===== src/rtl/sprite_map_compositor_pkg.sv =====
// Shared constants, types and address helpers for the map/sprite compositor
// and the timing-generator consumers that must delay-match against it.
package sprite_map_compositor_pkg;

  typedef enum logic [1:0] {DOWN = 2'd0, UP = 2'd1, LEFT = 2'd2, RIGHT = 2'd3} dir_t;
  typedef enum logic {IDLE = 1'b0, WALK = 1'b1} anim_state_t;

  localparam int MAP_W           = 320;
  localparam int MAP_H           = 240;
  localparam int SPR_W           = 16;
  localparam int SPR_H           = 16;
  localparam int SCALE_SH        = 1;
  localparam logic [7:0] TRANSPARENT = 8'h00;
  localparam int SPR_FRAME_WORDS = 256;
  localparam int PIPE_LAT        = 3;

  // Sprite footprint on screen after upscaling.
  localparam int SPR_SCR_W = SPR_W << SCALE_SH;
  localparam int SPR_SCR_H = SPR_H << SCALE_SH;

  function automatic logic [18:0] map_index(input logic [9:0] x, input logic [9:0] y);
    logic [18:0] row;
    logic [18:0] col;
    row = 19'(y >> SCALE_SH);
    col = 19'(x >> SCALE_SH);
    return row * 19'(MAP_W) + col;
  endfunction

endpackage


===== src/rtl/sprite_anim_ctrl.sv =====
// Per-frame character position latch and walk-animation step sequencer.
// Everything here only moves on frame_start so a frame never renders torn.
module sprite_anim_ctrl
  import sprite_map_compositor_pkg::*;
#(
  parameter int N_STEP   = 3,
  parameter int ANIM_DIV = 8,
  localparam int STEP_W  = (N_STEP > 1) ? $clog2(N_STEP) : 1,
  localparam int DIV_W   = (ANIM_DIV > 1) ? $clog2(ANIM_DIV) : 1
) (
  input  logic              clk,
  input  logic              rst_n,
  input  logic              frame_start,
  input  logic [9:0]        char_x,
  input  logic [9:0]        char_y,
  input  logic [1:0]        char_dir,
  input  logic              char_moving,
  output logic [9:0]        sx,
  output logic [9:0]        sy,
  output dir_t              sdir,
  output logic [STEP_W-1:0] step
);

  anim_state_t       state, state_nx;
  logic [STEP_W-1:0] step_nx;
  logic [DIV_W-1:0]  div, div_nx;

  // The moving flag is consumed on the same edge it is latched; the FSM
  // state is its shadow from then on.
  always_ff @(posedge clk or negedge rst_n) begin
    if (!rst_n) begin
      state <= IDLE;
      step  <= '0;
      div   <= '0;
      sx    <= '0;
      sy    <= '0;
      sdir  <= DOWN;
    end else if (frame_start) begin
      state <= state_nx;
      step  <= step_nx;
      div   <= div_nx;
      sx    <= char_x;
      sy    <= char_y;
      sdir  <= dir_t'(char_dir);
    end
  end

  always_comb begin
    state_nx = state;
    step_nx  = step;
    div_nx   = div;
    case (state)
      IDLE: begin
        step_nx = '0;
        div_nx  = '0;
        if (char_moving) state_nx = WALK;
      end
      WALK: begin
        // Stopping wins over a simultaneous divider wrap.
        if (!char_moving) begin
          state_nx = IDLE;
          step_nx  = '0;
          div_nx   = '0;
        end else if (div == DIV_W'(ANIM_DIV - 1)) begin
          div_nx  = '0;
          step_nx = (step == STEP_W'(N_STEP - 1)) ? '0 : step + STEP_W'(1);
        end else begin
          div_nx = div + DIV_W'(1);
        end
      end
      default: state_nx = IDLE;
    endcase
  end

endmodule


===== src/rtl/sprite_map_compositor.sv =====
// Three-stage pixel pipeline: address generation, RAM read, and sprite-over-map
// composite with palette index 0 as transparent; syncs are delay-matched.
module sprite_map_compositor
  import sprite_map_compositor_pkg::*;
#(
  parameter int N_STEP   = 3,
  parameter int ANIM_DIV = 8,
  localparam int STEP_W  = (N_STEP > 1) ? $clog2(N_STEP) : 1
) (
  input  logic        Clk,
  input  logic        Reset_n,
  input  logic [9:0]  DrawX,
  input  logic [9:0]  DrawY,
  input  logic        disp_en_in,
  input  logic        hs_in,
  input  logic        vs_in,
  input  logic        frame_start,
  input  logic [9:0]  char_x,
  input  logic [9:0]  char_y,
  input  logic [1:0]  char_dir,
  input  logic        char_moving,
  output logic [18:0] map_addr,
  input  logic [7:0]  map_data,
  output logic [12:0] spr_addr,
  input  logic [7:0]  spr_data,
  output logic [7:0]  pix_idx,
  output logic        disp_en_out,
  output logic        hs_out,
  output logic        vs_out
);

  localparam int LX_W = $clog2(SPR_W);
  localparam int LY_W = $clog2(SPR_H);

  logic [9:0]        sx, sy;
  dir_t              sdir;
  logic [STEP_W-1:0] step;

  sprite_anim_ctrl #(.N_STEP(N_STEP), .ANIM_DIV(ANIM_DIV)) u_anim (
    .clk         (Clk),
    .rst_n       (Reset_n),
    .frame_start (frame_start),
    .char_x      (char_x),
    .char_y      (char_y),
    .char_dir    (char_dir),
    .char_moving (char_moving),
    .sx          (sx),
    .sy          (sy),
    .sdir        (sdir),
    .step        (step)
  );

  function automatic logic [7:0] composite(input logic vld, input logic hit,
                                           input logic [7:0] spr, input logic [7:0] map);
    if (!vld)                          return 8'h00;
    else if (hit && spr != TRANSPARENT) return spr;
    else                               return map;
  endfunction

  // An 11-bit unsigned difference turns "left of / above the sprite" into a
  // huge value, so edge sprites clip instead of wrapping around the screen.
  logic [10:0]   dx, dy;
  logic          hit;
  logic [LX_W-1:0] lx;
  logic [LY_W-1:0] ly;
  logic [12:0]   frame_sel;

  assign dx        = {1'b0, DrawX} - {1'b0, sx};
  assign dy        = {1'b0, DrawY} - {1'b0, sy};
  assign hit       = disp_en_in && (dx < 11'(SPR_SCR_W)) && (dy < 11'(SPR_SCR_H));
  assign lx        = LX_W'(dx >> SCALE_SH);
  assign ly        = LY_W'(dy >> SCALE_SH);
  assign frame_sel = 13'(sdir) * 13'(N_STEP) + 13'(step);

  logic hit_p0, vld_p0, hs_p0, vs_p0;
  logic hit_p1, vld_p1, hs_p1, vs_p1;

  // Stage 1: address generation
  always_ff @(posedge Clk or negedge Reset_n) begin
    if (!Reset_n) begin
      map_addr <= '0;
      spr_addr <= '0;
      hit_p0   <= 1'b0;
      vld_p0   <= 1'b0;
      hs_p0    <= 1'b1;
      vs_p0    <= 1'b1;
    end else begin
      map_addr <= disp_en_in ? map_index(DrawX, DrawY) : '0;
      spr_addr <= hit ? frame_sel * 13'(SPR_FRAME_WORDS) + 13'(ly) * 13'(SPR_W) + 13'(lx)
                      : '0;
      hit_p0   <= hit;
      vld_p0   <= disp_en_in;
      hs_p0    <= hs_in;
      vs_p0    <= vs_in;
    end
  end

  // Stage 2: RAMs capture the addresses; control rides alongside
  always_ff @(posedge Clk or negedge Reset_n) begin
    if (!Reset_n) begin
      hit_p1 <= 1'b0;
      vld_p1 <= 1'b0;
      hs_p1  <= 1'b1;
      vs_p1  <= 1'b1;
    end else begin
      hit_p1 <= hit_p0;
      vld_p1 <= vld_p0;
      hs_p1  <= hs_p0;
      vs_p1  <= vs_p0;
    end
  end

  // Stage 3: composite
  always_ff @(posedge Clk or negedge Reset_n) begin
    if (!Reset_n) begin
      pix_idx     <= 8'h00;
      disp_en_out <= 1'b0;
      hs_out      <= 1'b1;
      vs_out      <= 1'b1;
    end else begin
      pix_idx     <= composite(vld_p1, hit_p1, spr_data, map_data);
      disp_en_out <= vld_p1;
      hs_out      <= hs_p1;
      vs_out      <= vs_p1;
    end
  end

endmodule

===== config.mk =====
export PLATFORM = sky130hd
export DESIGN_NAME = sprite_map_compositor
export DESIGN_NICKNAME = d
export VERILOG_FILES = /design/src/rtl/sprite_map_compositor_pkg.sv /design/src/rtl/sprite_anim_ctrl.sv /design/src/rtl/sprite_map_compositor.sv
export SDC_FILE = /design/constraint.sdc
export NUM_CORES = 1
export LEC_CHECK = 0
export BUFFER_PORTS_ARGS = -buffer_cell sky130_fd_sc_hd__buf_2
export CORE_UTILIZATION = 56
export CTS_CLUSTER_SIZE = 28
export DETAILED_ROUTE_END_ITERATION = 10
export GPL_TIMING_DRIVEN = 0
export PLACE_DENSITY = 0.83
export SKIP_CTS_REPAIR_TIMING = 1
export SLEW_MARGIN = 15
export SYNTH_ARGS = -nofsm -noshare
export SYNTH_HDL_FRONTEND = slang
export SYNTH_SLANG_ARGS = --single-unit

===== constraint.sdc =====
create_clock -name Clk -period 6 [get_ports Clk]
set_clock_uncertainty 0.05 [all_clocks]
set_input_delay 1.2 -clock Clk [delete_from_list [all_inputs] [get_ports Clk]]
set_output_delay 1.2 -clock Clk [all_outputs]
set_load 0.005 [all_outputs]

==> results of run 1 <==
[registers in the layout, indices dropped and copies added, names as in the netlist, 2 cells and up]
signal       cells
map_addr        19
pix_idx          8
spr_addr        12
u_anim.div       3
u_anim.sdir      2
u_anim.step      2
u_anim.sx       10
u_anim.sy       10
[worst max-delay path by stage]
stage	start	depth (start not counted)	end	slack [ns]
CTS	DrawY[2]	10	map_addr[15]	2.45
floorplan	DrawX[0]	9	spr_addr[5]	2.47
finish	DrawY[2]	10	map_addr[15]	2.42
global placement	DrawY[2]	10	map_addr[15]	2.19
detailed placement	DrawY[2]	10	map_addr[15]	2.09
global route	DrawY[2]	10	map_addr[15]	2.25
[metal layers]
metal / vias up / wire length, um
met3: 31 / 454
met4: 0 / 349
li1: 1729 / -
met5: - / 0
met1: 1677 / 3970
met2: 114 / 4860
[area by class of cell]
class	instances	area, um2	share of cell area
multi-input combinational	304	2300	0.428
sequential	78	1960	0.366
timing repair buffer	107	553	0.103
clock buffer	11	141	0.0264
tap	102	128	0.0238
inverter	30	113	0.0210
clock inverter	4	95.1	0.0177
buffer	13	73.8	0.0138
[synth_stat cells (8+ instances only)]
library cell,number
xnor2_1,10
nor2_1,8
inv_1,30
o21ai_0,32
a21o_1,9
and2_1,17
xor2_1,12
ha_1,39
a21oi_1,10
nand2_1,50
dfrtp_1,72
nor4_2,8
[per-stage QoR]
stage | std cells | total power [mW] | cell area (um2)
5_1_grt | 649 | 1.46 | 5360
3_5_place_dp | 634 | 0.924 | 5120
4_1_cts | 649 | 1.40 | 5360
3_3_place_gp | 633 | 0.907 | 5100
2_1_floorplan | 425 | 0.817 | 4440
6_report | 649 | 1.39 | 5360
[cell families after synthesis]
logic type / Yosys count
xor+xnor: 22
buf+inv: 43
fa+ha+maj: 45
other cells: 1
compound gates: 100
simple gates: 128
mux: 7
flops: 78
[where the power goes]
part	internal (mW)	switching [mW]
clock	0.285	0.182
combinational	0.150	0.196
sequential	0.561	0.0112
==> summary.md, run 1 <==
| Metric | Value |
|---|---|
| Launch point of the worst reg-to-reg path | `u_anim.sx[2]` |
| Total negative setup slack | `0 ns` |
| R2r worst-path depth | `9` |
| Nets | `653` |
| Gate Count Post-Synth | `424` |
| Register area share after synthesis | `0.441` |
| Initial antenna violation count | `0` |
| GR Util met2 | `0.441` |
| Period Utilization, post-route | `0.596` |
| Hold Worst Slack | `0.306 ns` |
| Largest family of logic cells by synthesized area | `simple AND/OR/NAND/NOR gates` |
| DIE HEIGHT | `91.0 um` |
| CP Cell Sequence | `buf_2, ha_1, ha_1, fa_1, xor2_1, nand2_1, nor4b_1, nand3_1, xnor2_1, and2_1` |
| Synth Area in Simple Gates | `0.166` |
| Syn Std Cell Area | `0.00444 mm2` |
| Via count | `3,551` |
| Clock transition at path regs | `0.08 ns` |
| Power Density | `259 mW/mm2` |
| Synth warn | `0` |
| Number of synthesized flops with an enable pin | `0` |
| Most frequent cells in the layout | `buf_2, dfrtp_1, nand2_1` |
| Max FO, Critical Path | `4` |
| Commonest non-fill, non-tap cell in the layout | `buf_2` |
| Met1 usage | `0.281` |
| Initial Util | `0.577` |
| Detailed-route DRC error count | `0` |
| Placer congestion estimate | `0.885` |
| Critical-path top delay cell | `nor4b_1` |
| Initial DRC count | `138` |
| Syn_area_per_cell | `10.5 um2` |
| Outcome | `finished, final reports clean` |
| Slew margin rel. | `0.597` |
| Clk Latency, worst-skew pair | `0.35 ns` |
| Final Util | `0.697` |
| Fill cells | `613` |
| Top Ports | `108` |
| Cell repeated most along the worst path | `ha_1` |
| DP HPWL | `7440 um` |
| Synth Area in Compound Gates | `0.153` |
| XOR/XNOR Fraction of Synth Area | `0.0434` |
| Syn-to-layout area delta | `20.7%` |
| Adder-Cell Fraction of Synth Area | `0.137` |
| Grt met3 use | `0.0385` |
| Post-synthesis register bit count | `78` |
| Hold worst-path end | `vs_out` |
| Most used DFF post-synth | `dfrtp_1` |
| Synth area leaders | `dfrtp_1, ha_1, nand2_1, o21ai_0, dfstp_2` |
| Critical path's top delay family | `simple AND/OR/NAND/NOR gates` |
| Cts bufs inserted | `9` |
| Placement Setup Slack | `2.09 ns` |
| H-tree levels | `3` |
| Ant diodes | `0` |
| CP Class | `in2reg` |
| Critical Path RT | `6.19 ns` |
| Tmin final | `3.58 ns` |
| WL final | `9630 um` |
| Largest net degree at the start of global routing | `44` |
| Slowest stage delay, CP | `0.49 ns` |
| Vias per cell | `5.47` |
| Worst R2R End | `hit_p0` |
| Worst Path Buf+Inv | `1` |
| CP startpoint kind | `primary input` |
| Maximum clock rate | `279 MHz` |
| Maximum capacitance violations | `0` |
| Die width | `91.0 um` |
| Std cell rows | `32` |
| Number of global-route vias before repair | `3,572` |
| WP data arrival | `3.77 ns` |
| Total gr overflow | `0` |
| Mux contribution to synthesized area | `0.0169` |
| Share of cells above drive strength 1 | `0.287` |
| Deepest clock path buffer count | `2` |
| DR WL/cell | `14.8 um` |
| Count of different cell masters after synthesis | `61` |
| Cell type with the largest total area after synthesis | `dfrtp_1` |
| Root buffer cell | `clkbuf_8` |
| WHS Path Cells | `0` |
| Count of final setup violators | `0` |
| Total GRT Usage | `0.246` |
| Peak VDD IR | `0.159 mV` |
| Gr busiest metal | `met2` |
| Hold_sp | `vs_p1` |
| Share of the synthesized area in the top cell type | `0.406` |
| Die Area | `0.00828 mm2` |
| Worst R2R Setup Slack | `3.13 ns` |
| PnR worst setup slack | `2.42 ns` |
| Worst Tran Pin Value | `0.604 ns` |
| Crit. End Element | `flip-flop` |
| Post-DRT Antenna Nets | `0` |
| RSZ-0062 raised after global routing | `no` |
| Worst hold path class | `reg2reg` |
| Pre-Repair DR Iteration Count | `4` |
| Final Hold Viols | `0` |
| CTS tree | `yes` |
| Leak | `2.67 nW` |
| Core area | `0.00769 mm2` |
| Post-synth ARST share | `1.00` |
| Port bufs | `106` |
| CTS sink cnt | `78` |
| First-pass GRT wire length | `16,100 um` |
| Max-slew violations | `0` |
Power figures use the tool's default switching activity.
==> inputs of run 2 (changes only) <==
--- a/config.mk
+++ b/config.mk
@@ -5,12 +5,13 @@
 export SDC_FILE = /design/constraint.sdc
 export NUM_CORES = 1
 export LEC_CHECK = 0
+export ABC_AREA = 1
 export BUFFER_PORTS_ARGS = -buffer_cell sky130_fd_sc_hd__buf_2
-export CORE_UTILIZATION = 56
+export CORE_UTILIZATION = 54
 export CTS_CLUSTER_SIZE = 28
 export DETAILED_ROUTE_END_ITERATION = 10
 export GPL_TIMING_DRIVEN = 0
-export PLACE_DENSITY = 0.83
+export PLACE_DENSITY = 0.8
 export SKIP_CTS_REPAIR_TIMING = 1
 export SLEW_MARGIN = 15
 export SYNTH_ARGS = -nofsm -noshare
==> constraint.sdc (replaced) <==
create_clock -name Clk -period 3.7 [get_ports Clk]
set_clock_uncertainty 0.05 [all_clocks]
set_input_delay 0.74 -clock Clk [delete_from_list [all_inputs] [get_ports Clk]]
set_output_delay 0.74 -clock Clk [all_outputs]
set_load 0.005 [all_outputs]
==> run 2 against run 1 <==
  * Synthesized cell count is 29% higher
  * Clock-buffer cell count is 2 lower
  * Clock power is 35% higher
  * Global-route usage is 0.90 points lower
  * Wire length is 1.2% lower
==> summary.md, run 2 <==
| Metric | Value |
|---|---|
| Outcome | `finished, final reports clean` |
| Biggest register | `map_addr` |
| Largest family of logic cells by synthesized area | `simple AND/OR/NAND/NOR gates` |
| Count of different cell masters after synthesis | `34` |
| Worst Tran Pin Value | `0.512 ns` |
| Clk Latency, worst-skew pair | `0.38 ns` |
| Ant diodes | `0` |
| Top Ports | `108` |
| Net Switching | `0.706 mW` |
| Switching portion of total power | `0.339` |
| Share of the synthesized area in the top cell type | `0.403` |
| Syn Std Cell Area | `0.00448 mm2` |
| Number of global-route vias before repair | `3,602` |
| RSZ-0062 raised after global routing | `no` |
| Clock share of power | `0.304` |
| Pre-Repair DR Iteration Count | `4` |
| Most frequent cells in the layout | `nand2_1, buf_2, inv_1` |
| First-pass GRT wire length | `15,800 um` |
| Critical Path RT | `3.96 ns` |
| Peak VDD IR | `0.177 mV` |
| H-tree levels | `3` |
| Adder-Cell Fraction of Synth Area | `0.136` |
| Largest net degree at the start of global routing | `58` |
| Std cell rows | `32` |
| Die Area | `0.00866 mm2` |
| Crit. End Element | `flip-flop` |
| WP data arrival | `2.87 ns` |
| Leak | `3.12 nW` |
| Max-slew violations | `0` |
| Detailed-route DRC error count | `0` |
| Clock transition at path regs | `0.10 ns` |
| Tmin final | `2.61 ns` |
| Hold Worst Slack | `0.195 ns` |
| DR WL/cell | `12.3 um` |
| Port bufs | `105` |
| R2r worst-path depth | `13` |
| Period Utilization, post-route | `0.705` |
| Share of cells above drive strength 1 | `0.231` |
| Post-synthesis register bit count | `78` |
| CP Class | `in2reg` |
| Initial DRC count | `103` |
| Post-synth ARST share | `1.00` |
| Synth Area in Compound Gates | `0.0836` |
| Cell type with the largest total area after synthesis | `dfrtp_1` |
| Gate Count Post-Synth | `549` |
| Synth Area in Simple Gates | `0.236` |
| Total negative setup slack | `0 ns` |
| CP startpoint kind | `primary input` |
| Maximum capacitance violations | `0` |
| Placer congestion estimate | `0.847` |
| Total gr overflow | `0` |
| Slew margin rel. | `0.659` |
| DIE HEIGHT | `93.0 um` |
| Count leader, synth | `nand2_1` |
| WL final | `9520 um` |
| Core area | `0.00789 mm2` |
| Biggest regs | `map_addr (19), spr_addr (12)` |
| CTS tree | `yes` |
| Number of synthesized flops with an enable pin | `0` |
| Final Hold Viols | `0` |
| Syn-to-layout area delta | `19.6%` |
| Vias per cell | `4.94` |
| Root buffer cell | `clkbuf_8` |
| Max FO, Critical Path | `4` |
| Power Density | `389 mW/mm2` |
| Via count | `3,823` |
| Deepest clock path buffer count | `2` |
| Die width | `93.0 um` |
| Commonest non-fill, non-tap cell in the layout | `nand2_1` |
| Sequential power share | `0.444` |
| CTS sink cnt | `78` |
| Synth area leaders | `dfrtp_1, nand2_1, ha_1, inv_1, o21ai_0` |
| Most used DFF post-synth | `dfrtp_1` |
| Logic pwr share | `0.252` |
| Total GRT Usage | `0.237` |
| Post-DRT Antenna Nets | `0` |
| Nets | `777` |
| Count of final setup violators | `0` |
| Initial antenna violation count | `0` |
| DP HPWL | `7390 um` |
| Number of flip-flops in the largest register | `19` |
| Top cells by instance count after synthesis | `nand2_1, inv_1, dfrtp_1` |
| Synth warn | `0` |
| Syn_area_per_cell | `8.15 um2` |
| Pint | `1.37 mW` |
| Mux contribution to synthesized area | `0` |
| Cts bufs inserted | `9` |
| Initial Util | `0.567` |
| Register area share after synthesis | `0.438` |
| XOR/XNOR Fraction of Synth Area | `0.0215` |
| Maximum clock rate | `383 MHz` |
| Worst hold path class | `in2async` |
==> run 2: cell count changes after synthesis, moves of 8 or more <==
| cell | before | now |
|---|---|---|
| xor2_1 | 12 | 4 |
| inv_1 | 30 | 88 |
| nor2_1 | 8 | 48 |
| nor4_2 | 8 | 0 |
| and2_1 | 17 | 0 |
| nand3_1 | 7 | 18 |
| a21o_1 | 9 | 1 |
| nor2_2 | 0 | 12 |
| nand2_1 | 50 | 148 |
| a21oi_1 | 10 | 19 |
==> run 2: final timing paths <==
path,startpoint,endpoint,slack (ns)
worst max-delay path,DrawY[2],map_addr[15],1.09
worst min-delay path,Reset_n,map_addr[8],0.20
worst max register to register,u_anim.sy[0],spr_addr[11],1.52
worst min register to register,vld_p0,vld_p1,0.30
max in group asynchronous,Reset_n,hs_out,2.79
min in group Clk,vld_p0,vld_p1,0.30
==> run 2: cell families after synthesis <==
logic type,count (synthesis)
buf+inv,97
compound gates,68
xor+xnor,11
fa+ha+maj,45
simple gates,249
other cells,1
flops,78
==> run 2: metal layers <==
layer  GRT usage  vias up  part of all wire
li1            -     1959                 -
met1       0.285     1749              0.44
met2       0.415      100              0.50
met3      0.0545       15             0.047
met4      0.0859        0             0.016
met5           0        -                 0
==> run 2: power groups by stage <==
stage / Sequential [mW] / Combinational, mW / Clock [mW]
floorplan: 0.944 / 0.349 / 0
global placement: 0.940 / 0.502 / 0
detailed placement: 0.941 / 0.523 / 0
CTS: 0.925 / 0.528 / 0.644
finish: 0.924 / 0.524 / 0.631
global route: 0.930 / 0.602 / 0.676
==> run 2: worst max-delay path: stages <==
cell and delay [ns]:
buf_2 0.14, ha_1 0.29, ha_1 0.23, fa_1 0.41, xor2_1 0.24, inv_1 0.08
nor3_2 0.22, nand3_1 0.16, nor2_1 0.15, o21ai_0 0.10, nor2_1 0.10
==> run 2: metrics by stage <==
| step | utilization | total power [mW] | instance area [um2] | std cells | worst slack [ns] |
|---|---|---|---|---|---|
| floorplan | - | 1.29 | 4480 | 550 | 1.08 |
| global placement | 0.651 | 1.44 | 5130 | 757 | 0.783 |
| detailed placement | 0.655 | 1.46 | 5160 | 758 | 0.689 |
| CTS | 0.678 | 2.10 | 5350 | 774 | 1.08 |
| global route | 0.678 | 2.21 | 5350 | 774 | 0.998 |
| finish | 0.678 | 2.08 | 5350 | 774 | 1.09 |
==> run 2: area by class of cell <==
| class | count | area (um2) |
|---|---|---|
| Inverter | 88 | 330 |
| Fill cell | 658 | 2540 |
| Timing Repair Buffer | 106 | 556 |
| Sequential cell | 78 | 1960 |
| Buffer | 9 | 46.3 |
| Clock inverter | 7 | 65.1 |
| Clock buffer | 9 | 124 |
| Multi-Input combinational cell | 375 | 2140 |
| Tap cell | 102 | 128 |
